[src/rtl/pipe_ctrl.sv]
// pipe_ctrl: pipeline sequencing for the 5-stage RV64 core.
// Keeps a per-register in-flight writer count and raises hazard_nop for
// RAW conflicts that the WB bypass cannot cover. It sequences multi-cycle
// flushes after EXU redirects and freezes the pipe while the LSU is busy.
module pipe_ctrl #(
    parameter int FLUSH_CYCLES = 1,
    parameter int CNT_W        = 2,
    parameter int PERF_W       = 32
) (
    input  logic              clk,
    input  logic              rstn,
    input  logic              dec_valid,
    input  logic [4:0]        dec_rs1,
    input  logic [4:0]        dec_rs2,
    input  logic              dec_need_rs1,
    input  logic              dec_need_rs2,
    input  logic [4:0]        dec_rd,
    input  logic              dec_wr_en,
    input  logic              exu_redirect,
    input  logic              mem_busy,
    input  logic              wb_en,
    input  logic [4:0]        wb_rd,
    output logic              hazard_nop,
    output logic              flush_nop,
    output logic              pipe_stall,
    output logic              issue_fire,
    output logic              sb_overflow,
    output logic [PERF_W-1:0] stall_cnt,
    output logic [PERF_W-1:0] flush_cnt
);

    typedef enum logic {IDLE, FLUSH} fstate_t;

    localparam logic [CNT_W-1:0] CNT_MAX    = '1;
    localparam logic [1:0]       FLUSH_LOAD = 2'(FLUSH_CYCLES);

    fstate_t          fstate;
    logic [1:0]       fcnt;
    // Entry 0 is never incremented or decremented, so it stays 0 after reset.
    logic [CNT_W-1:0] sb_cnt [32];
    logic [CNT_W-1:0] cnt_rs1, cnt_rs2;
    logic             fwd1, fwd2, raw1, raw2, raw_any;
    logic             inc, dec, same_reg;
    logic [31:0]      inc_vec, dec_vec;

    assign pipe_stall = mem_busy;
    assign flush_nop  = exu_redirect | (fstate == FLUSH);

    assign cnt_rs1 = sb_cnt[dec_rs1];
    assign cnt_rs2 = sb_cnt[dec_rs2];

    // A WB of the last outstanding writer in this cycle satisfies the read.
    assign fwd1 = wb_en & (wb_rd == dec_rs1) & (cnt_rs1 == CNT_W'(1));
    assign fwd2 = wb_en & (wb_rd == dec_rs2) & (cnt_rs2 == CNT_W'(1));
    assign raw1 = dec_need_rs1 & (dec_rs1 != 5'd0) & (cnt_rs1 != '0) & ~fwd1;
    assign raw2 = dec_need_rs2 & (dec_rs2 != 5'd0) & (cnt_rs2 != '0) & ~fwd2;
    assign raw_any = raw1 | raw2;

    assign hazard_nop = dec_valid & ~flush_nop & ~pipe_stall & raw_any;
    assign issue_fire = dec_valid & ~flush_nop & ~pipe_stall & ~raw_any;

    assign inc      = issue_fire & dec_wr_en & (dec_rd != 5'd0);
    assign dec      = wb_en & (wb_rd != 5'd0);
    assign same_reg = inc & dec & (dec_rd == wb_rd);

    // One-hot increment/decrement selects per architectural register.
    always_comb begin
        inc_vec = '0;
        dec_vec = '0;
        if (inc) inc_vec[dec_rd] = 1'b1;
        if (dec) dec_vec[wb_rd]  = 1'b1;
    end

    // Scoreboard counters: saturate at max, clamp at zero, cancel on same reg.
    always_ff @(posedge clk) begin
        if (!rstn) begin
            for (int r = 0; r < 32; r++) sb_cnt[r] <= '0;
            sb_overflow <= 1'b0;
        end else begin
            for (int r = 1; r < 32; r++) begin
                if (inc_vec[r] && !dec_vec[r]) begin
                    if (sb_cnt[r] != CNT_MAX) sb_cnt[r] <= sb_cnt[r] + 1'b1;
                end else if (dec_vec[r] && !inc_vec[r]) begin
                    if (sb_cnt[r] != '0) sb_cnt[r] <= sb_cnt[r] - 1'b1;
                end
            end
            if (inc && !same_reg && (sb_cnt[dec_rd] == CNT_MAX))
                sb_overflow <= 1'b1;
        end
    end

    // Flush sequencer: a redirect (re)loads the count, stalls freeze it.
    always_ff @(posedge clk) begin
        if (!rstn) begin
            fstate <= IDLE;
            fcnt   <= 2'd0;
        end else if (exu_redirect) begin
            fstate <= FLUSH;
            fcnt   <= FLUSH_LOAD;
        end else if (fstate == FLUSH && !pipe_stall) begin
            fcnt <= fcnt - 2'd1;
            if (fcnt == 2'd1) fstate <= IDLE;
        end
    end

    // Performance counters, wrapping naturally at PERF_W bits.
    always_ff @(posedge clk) begin
        if (!rstn) begin
            stall_cnt <= '0;
            flush_cnt <= '0;
        end else begin
            if (hazard_nop || pipe_stall) stall_cnt <= stall_cnt + 1'b1;
            if (exu_redirect)             flush_cnt <= flush_cnt + 1'b1;
        end
    end

endmodule
[config.mk]
export PLATFORM = sky130hd
export DESIGN_NAME = pipe_ctrl
export DESIGN_NICKNAME = d
export VERILOG_FILES = /design/src/rtl/pipe_ctrl.sv
export SDC_FILE = /design/constraint.sdc
export NUM_CORES = 1
export LEC_CHECK = 0
export CORE_ASPECT_RATIO = 0.5
export CORE_MARGIN = 2
export CORE_UTILIZATION = 45
export CTS_BUF_LIST = sky130_fd_sc_hd__clkbuf_4 sky130_fd_sc_hd__clkbuf_8 sky130_fd_sc_hd__clkbuf_16
export CTS_CLUSTER_DIAMETER = 30
export DETAILED_ROUTE_END_ITERATION = 8
export GPL_TIMING_DRIVEN = 0
export PLACE_DENSITY = 0.71
export SYNTH_ARGS = -nofsm -noshare
export SYNTH_HDL_FRONTEND = slang
export SYNTH_SLANG_ARGS = --single-unit
[constraint.sdc]
create_clock -name clk -period 4.6 [get_ports clk]
set_input_delay 0.46 -clock clk [delete_from_list [all_inputs] [get_ports clk]]
set_output_delay 0.46 -clock clk [all_outputs]
set_load 0.01 [all_outputs]
==> summary.txt <==
Setup path
  • CP Capture Type: primary output
  • CP Class: in -> out
  • Crit-path cells: clkdlybuf4s50_1 > buf_6 > buf_12 > mux4_2 > o32ai_1 > a2111oi_4 > a21o_1 > buf_6 > nor3_1 > and2_1 > clkdlybuf4s50_1
  • RR Startpoint: sb_cnt[19][0]$_SDFFCE_PN0P_
  • CP max-delay cell: clkdlybuf4s50_1
  • FF-to-FF path depth: 8
  • Crit path max fanout: 10
  • Crit path launch: dec_rs1[0]
  • Kind of cell adding the most delay to the critical path: buffers and inverters
  • CP Launch Type: input port
  • Crit path DAT: 3.98 ns
  • Largest stage delay, worst path: approximately 0.6 ns
  • Bufs and invs on worst path: 5
  • CP required: a little over 4 ns
  • Critical path depth: 11

Floorplan
  • Initial Utilization: 0.456
  • Chip height: between 100 and 150 um
  • Rows: 38
  • Die area: approximately 0.023 mm2
  • Core area: 0.0216 mm2
  • Num ports: 98
  • Chip Width: 213 um

Global route
  • Met2 Track Usage GR: 0.463
  • Global-route wire length before repair: 54,300 um
  • GR Util met3: 0.100
  • Busiest grt layer: met2
  • Met1 usage: 0.428
  • Initial antenna violation count: 0
  • Total track usage: 0.312
  • Largest net degree at the start of global routing: 17
  • Vias in the first global route: around 9,500
  • Total grt overflow: 0

Place
  • Placement Cell Area: around 0.011 mm2
  • I/O Buffers: 89
  • Gp weighted congestion: between 1 and 1.5
  • Post-DP HPWL: 26,400 um
  • Placed cell count: roughly 1,500
  • Pre-CTS setup slack: -0.00874 ns

Synth
  • Post-synthesis cell type count: a little over 80
  • Yosys top cell area share: 0.189
  • Synth top area cells: edfxtp_1 19%, dfxtp_1 14%, mux4_2 6.6%, nor2_1 4.3%, a21oi_1 3.7%
  • Synth Register Bits: 130
  • Syn avg cell area: between 8 and 9 um2
  • Synth Instances: roughly 1,100
  • Ys flop type: dfxtp_1
  • Synthesized cell area: 0.00985 mm2
  • Async set or reset register ratio after synthesis: 0
  • Yosys warns: 0
  • Synth area leader: edfxtp_1
  • Post-Syn Nets: about 1,200
  • Sequential area share after synthesis: 0.327
  • EDFF count, synth: 62

Route
  • DR DRC count: 0
  • Drt via density: roughly 6.5
  • Routed wire length: around 35,000 um
  • Routed via count: roughly 10,000
  • Drt wl/cell: 22.7 um
  • Antenna-violating nets left: 0
  • Starting DRT DRC Count: around 1,400
  • TritonRoute pass-1 iters: 7

Timing
  • Fin Clk Skew: 0.0102 ns
  • PnR worst setup slack: 0.156 ns
  • Slew margin rel.: -0.0600
  • Min cycle time layout: ~4.4 ns
  • Worst-margin pin slew: 1.59 ns
  • Max Transition Viols Final: 8
  • Unrepaired setup endpoints after global routing: no
  • Final period utilization: 0.966
  • Final setup violation count: 0
  • Final hold slack: between 0.4 and 0.5 ns
  • Max Fclk: 225 MHz
  • Final hold vios: 0

Clock tree
  • H-tree levels: 4
  • Cts hold-fix bufs: 0
  • Clock latency on the worst-skew pair: roughly 0.44 ns
  • # clock sinks: 130
  • CTS clk-pin slew, worst paths: around 0.06 ns
  • CTS Buf Count: 17
  • Post-CTS Resized: 0
  • CTS tree: done
  • # Post-CTS Setup Buffers: 0
  • Clock buffer depth: 2
  • Clock root cell: clkbuf_16

Pwr
  • PwrDens: roughly 270 mW/mm2
  • Peak supply drop: between 0.2 and 0.3 mV
  • Leakage: just under 4 nW

Finish
  • Fill cells: between 1,500 and 2,000
  • Multi-input gate area: a little over 0.006 mm2
  • Net count, final: 1,271
  • FF/Latch Area: about 0.0032 mm2
  • Non-filler cells, final: 1,550
  • # diodes: 0
  • Layout area overhead: 18.7%
  • Finished Cell Area: about 0.012 mm2
  • Share of cells above drive strength 1: 0.0968

Worst hold path
  • Min-delay src: exu_redirect
  • HP Class: in -> reg
  • WHS Path Cells: 3

Run status
  • Violations in the final reports: max-capacitance violations, max-slew violations
  • Status: finished, violations left

Flow run
  • Max Cap Viol: 1
[final cells by class]
type	count	share of cell area
clock inverter	11	0.00824
tap	300	0.0321
buffer	89	0.0376
clock buffer	21	0.0410
timing repair buffer	89	0.0762
multi-input combinational	881	0.520
sequential	130	0.276
inverter	29	0.00931
[worst register-to-register path, stage by stage (launching register included)]
cell and delay (ns):
edfxtp_1 0.58, mux4_2 0.54, a2111o_1 0.43, o2111a_2 0.26
nor4_1 1.06, and2_1 0.26, buf_2 0.25, nand2_1 0.10
o211ai_1 0.27
[state kept, by name (all words and copies together), names as in the netlist]
signal	cells
sb_cnt	62
sb_overflow	1
fstate	1
stall_cnt	32
fcnt	2
flush_cnt	32
[cells in the final DEF (no fill, tap or decap), types with 42 or more instances in the layout]
master,netlist,routed
nand3_1,58,58
nand2_1,97,97
clkdlybuf4s50_1,0,89
edfxtp_1,62,62
clkbuf_1,56,56
nor2_1,112,112
a21oi_1,73,73
o21ai_0,42,42
dfxtp_1,68,68
[layer usage]
| metal | vias to the layer above | wire [um] | part of all wire |
|---|---|---|---|
| li1 | 4524 | - | - |
| met1 | 4848 | 14600 | 0.42 |
| met2 | 627 | 14900 | 0.42 |
| met3 | 76 | 4810 | 0.14 |
| met4 | 0 | 856 | 0.024 |
| met5 | - | 0 | 0 |
[cells in the mapped netlist, types with 11 or more instances]
| master | instances |
|---|---|
| or2_2 | 11 |
| edfxtp_1 | 62 |
| mux4_2 | 29 |
| nand2b_1 | 22 |
| xnor2_1 | 21 |
| xor2_1 | 34 |
| a21oi_1 | 73 |
| nor2_1 | 112 |
| and3_1 | 18 |
| or4_1 | 13 |
| o21ai_0 | 42 |
| nand2_1 | 97 |
| o211ai_1 | 20 |
| nand4_1 | 22 |
| or3_1 | 29 |
| inv_1 | 29 |
| nand3_1 | 58 |
| o221ai_1 | 12 |
| dfxtp_1 | 68 |
| nor3_1 | 27 |
| a221oi_1 | 17 |
| clkbuf_1 | 56 |
| mux2i_1 | 34 |
[power by group]
part,internal (W),switching [W]
clock network,0.000805,0.000566
logic,0.000192,0.000293
registers,0.00125,0.0000733
total,0.00225,0.000932
[per-stage QoR]
| step | power (W) | setup TNS [ns] | utilization |
|---|---|---|---|
| floorplan | 0.00163 | 0 | - |
| global placement | 0.00180 | 0 | 0.515 |
| detailed placement | 0.00182 | -0.0175 | 0.515 |
| CTS | 0.00317 | 0 | 0.541 |
| global route | 0.00327 | 0 | 0.541 |
| finish | 0.00318 | 0 | 0.541 |
[logic make-up after synthesis]
family | count (synthesis) | share of synthesized area
simple gates | 474 | 0.249
compound gates | 276 | 0.201
flops | 130 | 0.327
buf+inv | 118 | 0.0557
mux | 71 | 0.112
xor+xnor | 55 | 0.0489
fa+ha+maj | 5 | 0.00635
[worst paths after layout]
kind,end,slack (ns)
worst max-delay path,issue_fire,0.16
worst min-delay path,fcnt[0]$_SDFFE_PN0P_,0.47
worst max register to register,sb_cnt[27][0]$_SDFFCE_PN0P_,0.53
worst min register to register,stall_cnt[1]$_SDFFE_PN0P_,0.49
Power figures use the tool's default switching activity.
